`src/rtl/route_buffer.sv`:
```
// Lane register bank between M1 and M2: bulk capture, per-lane feedback writes,
// random-access read and a valid/ready lane streamer. Optional LUT-path mux: ROUTE_BUFFER_SRAM_MUX_EN.
module route_buffer_lane #(
    parameter int DW = 16
) (
    input  logic          clk,
    input  logic          rst,
    input  logic          we,
    input  logic [DW-1:0] d,
    output logic [DW-1:0] q
);
    always_ff @(posedge clk) begin
        if (rst)     q <= '0;
        else if (we) q <= d;
    end
endmodule

module route_buffer #(
    parameter int DW    = 16,
    parameter int LANES = 10,
    parameter int AW    = 4
) (
    input  logic                clk,
    input  logic                rst,
    input  logic                gate,
    input  logic                bulk_load,
    input  logic [LANES*DW-1:0] bulk_data,
    input  logic                fb_we,
    input  logic [AW-1:0]       fb_addr,
    input  logic [DW-1:0]       fb_data,
    input  logic                rd_en,
    input  logic [AW-1:0]       rd_addr,
    output logic [DW-1:0]       rd_data,
    input  logic                stream_start,
    output logic                m2_valid,
    input  logic                m2_ready,
    output logic [DW-1:0]       m2_data,
    output logic                m2_last,
    output logic                busy,
    output logic                done,
    output logic                err,
    input  logic                out_sel,
    input  logic [DW-1:0]       sram_data,
    output logic [DW-1:0]       data_out
);
    localparam logic [0:0]    ST_IDLE   = 1'b0;
    localparam logic [0:0]    ST_STREAM = 1'b1;
    localparam logic [AW:0]   LANES_W   = (AW+1)'(LANES);
    localparam logic [AW-1:0] LAST_IDX  = AW'(LANES-1);

    logic [LANES-1:0][DW-1:0] lane_q;
    logic [0:0]               state_q;
    logic [AW-1:0]            idx_q;
    logic [AW-1:0]            idx_nxt;
    logic                     streaming;
    logic                     fb_in_range, rd_in_range;
    logic                     bulk_ok, fb_wr, err_nxt;

    assign streaming   = (state_q == ST_STREAM);
    assign fb_in_range = ({1'b0, fb_addr} < LANES_W);
    assign rd_in_range = ({1'b0, rd_addr} < LANES_W);
    assign idx_nxt     = idx_q + AW'(1);

    // bulk_load is rejected while streaming, so it only wins over fb_we in IDLE
    assign bulk_ok = bulk_load & ~streaming;
    assign fb_wr   = fb_we & ~bulk_ok & fb_in_range;
    assign err_nxt = (fb_we & ~bulk_ok & ~fb_in_range)
                   | (rd_en & ~rd_in_range)
                   | (streaming & (stream_start | bulk_load));

    for (genvar i = 0; i < LANES; i++) begin : g_lane
        logic          we;
        logic [DW-1:0] d;
        assign we = gate & (bulk_ok | (fb_wr & (fb_addr == AW'(i))));
        assign d  = bulk_ok ? bulk_data[i*DW +: DW] : fb_data;
        route_buffer_lane #(.DW(DW)) u_lane (
            .clk (clk),
            .rst (rst),
            .we  (we),
            .d   (d),
            .q   (lane_q[i])
        );
    end

    // Reads and stream fetches sample lane_q before this cycle's writes land
    always_ff @(posedge clk) begin
        if (rst) begin
            state_q <= ST_IDLE;
            idx_q   <= '0;
            m2_data <= '0;
            rd_data <= '0;
            done    <= 1'b0;
            err     <= 1'b0;
        end else if (gate) begin
            done <= 1'b0;
            err  <= err_nxt;
            if (rd_en)
                rd_data <= rd_in_range ? lane_q[rd_addr] : '0;
            if (streaming) begin
                if (m2_ready) begin
                    if (idx_q == LAST_IDX) begin
                        state_q <= ST_IDLE;
                        done    <= 1'b1;
                    end else begin
                        idx_q   <= idx_nxt;
                        m2_data <= lane_q[idx_nxt];
                    end
                end
            end else if (stream_start) begin
                state_q <= ST_STREAM;
                idx_q   <= '0;
                m2_data <= lane_q[0];
            end
        end
    end

    assign busy     = streaming;
    assign m2_valid = streaming;
    assign m2_last  = streaming & (idx_q == LAST_IDX);

`ifdef ROUTE_BUFFER_SRAM_MUX_EN
    assign data_out = out_sel ? sram_data : rd_data;
`else
    logic unused_mux;
    assign unused_mux = &{1'b0, out_sel, sram_data};
    assign data_out   = rd_data;
`endif
endmodule
```
`config.mk`:
```
export PLATFORM = sky130hd
export DESIGN_NAME = route_buffer
export DESIGN_NICKNAME = d
export VERILOG_FILES = /design/src/rtl/route_buffer.sv
export SDC_FILE = /design/constraint.sdc
export NUM_CORES = 1
export LEC_CHECK = 0
export CORE_MARGIN = 3
export CORE_UTILIZATION = 45
export DETAILED_ROUTE_END_ITERATION = 10
export PLACE_DENSITY = 0.85
export SLEW_MARGIN = 10
export SYNTH_ARGS = -nofsm -noshare
export SYNTH_HDL_FRONTEND = slang
export SYNTH_SLANG_ARGS = --single-unit
```
`constraint.sdc`:
```
create_clock -name clk -period 6.15 [get_ports clk]
set_clock_uncertainty 0.15 [all_clocks]
set_input_delay 1.23 -clock clk [delete_from_list [all_inputs] [get_ports clk]]
set_output_delay 1.23 -clock clk [all_outputs]
set_load 0.02 [all_outputs]
```
==> reports/qor.yml <==
die:
  fp.dieW_um: 161
  fp.dieH_um: 161
  core_region_area_um2: 23500
  die-area_um2: 25900
  start_util_pct: 45.9
  rows: 56
  io_pins: 262
setup_path:
  critical_path_arrival_ns: 4.02
  worstSetupStartpointType: "input pin"
  endpoint_kind: "flip-flop"
  required_ns: 6.33
  critPathKind: "in -> reg"
  worstPathMaxFanout: 71
  reg2reg_slack_ns: 3.06
power:
  p_leak_nw: 4.82
  ir_worst_vdd_uv: 186
  power_density_nw_per_um2: 235
detailed_routing:
  viasPerCell: 6.08
  drt_iter0_drc: 1193
  vias: 10171
  ant_nets: 0
  wl_per_cell_um: 20.6
  drt_wl_total_um: 34500
  drt_first_pass_iters: 6
  drcViolationCount: 0
synth:
  synth_edf_count: 0
  synth_cell_types: 53
  syn_area_um2: 10800
  synth.avg_cell_area_um2: 8.92
  ys_seq_area_share_pct: 36.9
  syn_nets: 1422
  netlist_instances: 1211
  ys_seq_elements: 199
  synth_warnings: 0
  synth-async-reset-ratio_pct: 0
  synthFlopType: "dfxtp_1"
global_route:
  grt_pass1_vias: 9454
  grt_pass1_wl_um: 53100
  grt_max_degree: 82
  antenna_found_initial: 2
  grt_util_all_layers_pct: 25.7
  grt_overflow: 0
clock_network:
  cts.clk_slew.worst_paths_ns: 0.07
  clk_path_buf_depth: 2
  tritoncts.num_buffers: 17
  post-cts-setup-buffers: 0
  cts_tree: "built"
  clockRootBuffer: "clkbuf_16"
  cts_sinks: 199
  ctsHoldBuffers: 0
  htreeDepth: 4
  clock_latency_ns: 0.44
  ctsResizeCount: 0
placed_design:
  port_buffers: 244
  dpl_worst_slack_ns: 2.00
  place_congestion: 0.890
  dp_hpwl_um: 25000
sta:
  min_period_ns: 3.84
  hold_violations: 0
  grt_setup_unrepaired: "false"
  period_share_pct: 62.5
  fin_setup_tns_ns: 0
  fmax_mhz: 260
  setup_viol_count_final: 0
  tightestPinTransition_ns: 1.20
  setup_slack_ns: 2.31
  drv_slew: 0
  max_slew_margin_pct: 19.9
layout:
  drive_gt1_share_pct: 9.17
  n_fill_cell: 2040
  final_cell_mix: "clkdlybuf4s50_1 (242), nor2_1 (207), dfxtp_1 (198)"
  layout_commonest_cell: "clkdlybuf4s50_1"
  final_nets: 1550
  area_delta_synth_final_pct: 25.7
min_path:
  hp-class: "reg -> reg"
run:
  max-cap-violations: 0
outcome:
  status: "complete, no violations"
## final timing paths
| path | from | to | cells after the start |
|---|---|---|---|
| worst min-delay path | m2_data[12] | m2_data[12] | 2 |
| worst max register to register | busy | g_lane[4].u_lane.q[5] | 6 |
| worst min register to register | m2_data[12] | m2_data[12] | 2 |
| worst max-delay path | bulk_load | g_lane[4].u_lane.q[5] | 6 |
## worst max-delay path: stages
cell	delay (ns)
clkdlybuf4s50_1	0.50
nor2b_4	0.19
buf_4	0.61
o21a_1	0.98
nor2_1	0.14
a211oi_1	0.35
## registers in the layout, indices dropped and copies added, names as in the netlist
signal	flops
busy	1
done	1
err	1
data_out	16
m2_data	16
idx_q	4
g_lane.u_lane.q	160
## cell type report
type | instances | area, um2 | area share, %
multi-input combinational | 863 | 6110 | 45.0
tap | 319 | 399 | 2.94
timing repair buffer | 254 | 2510 | 18.5
clock buffer | 18 | 439 | 3.23
inverter | 4 | 15.0 | 0.111
sequential | 199 | 3990 | 29.3
clock inverter | 14 | 113 | 0.829
antenna | 1 | 2.50 | 0.0184
## per-stage QoR
stage | instance area [um2] | util (%) | total power [mW] | hold slack, ns | std cells
after CTS | 13600 | 57.7 | 3.18 | 0.308 | 1671
after global placement | 13000 | 55.3 | 2.10 | 0.287 | 1639
after global routing | 13600 | 57.7 | 3.30 | 0.334 | 1672
after floorplan | 10800 | - | 1.87 | 0.335 | 1211
final | 13600 | 57.7 | 3.19 | 0.309 | 1672
after detailed placement | 13000 | 55.3 | 2.13 | 0.291 | 1639
## report_power, final
part / leakage, nW / total [mW] / internal [mW] / switching (mW)
sequential: 1.63 / 1.45 / 1.38 / 0.0701
combinational: 2.91 / 0.669 / 0.323 / 0.346
clock: 0.268 / 1.07 / 0.539 / 0.534
## metal layers
metal / vias to the layer above / GRT usage (%) / part of all wire, %
met3: 59 / 5.13 / 9.8
li1: 4765 / - / -
met2: 605 / 38.8 / 43
met4: 2 / 5.44 / 2.0
met1: 4740 / 38.2 / 45
met5: - / 0 / 0.038
## cell families after synthesis
group           synth area share (%)
fa+ha+maj                      0.232
flops                           36.9
mux                             17.8
simple gates                    12.7
compound gates                  25.6
buf+inv                         6.78
## synth_stat cells (all sizes together) (4+ instances only)
cell type / number / area [um2]
a211oi: 179 / 1370
a21oi: 166 / 831
a22oi: 16 / 120
buf: 88 / 503
clkbuf: 57 / 215
dfxtp: 199 / 3980
inv: 4 / 15.0
mux2: 17 / 195
mux2i: 65 / 651
mux4: 48 / 1080
nand2: 37 / 139
nand3: 20 / 100
nor2: 208 / 783
nor2b: 20 / 128
nor3b: 16 / 120
o21a: 9 / 67.6
o221ai: 16 / 140
o31ai: 16 / 125
(Power assumes the default switching activity.)
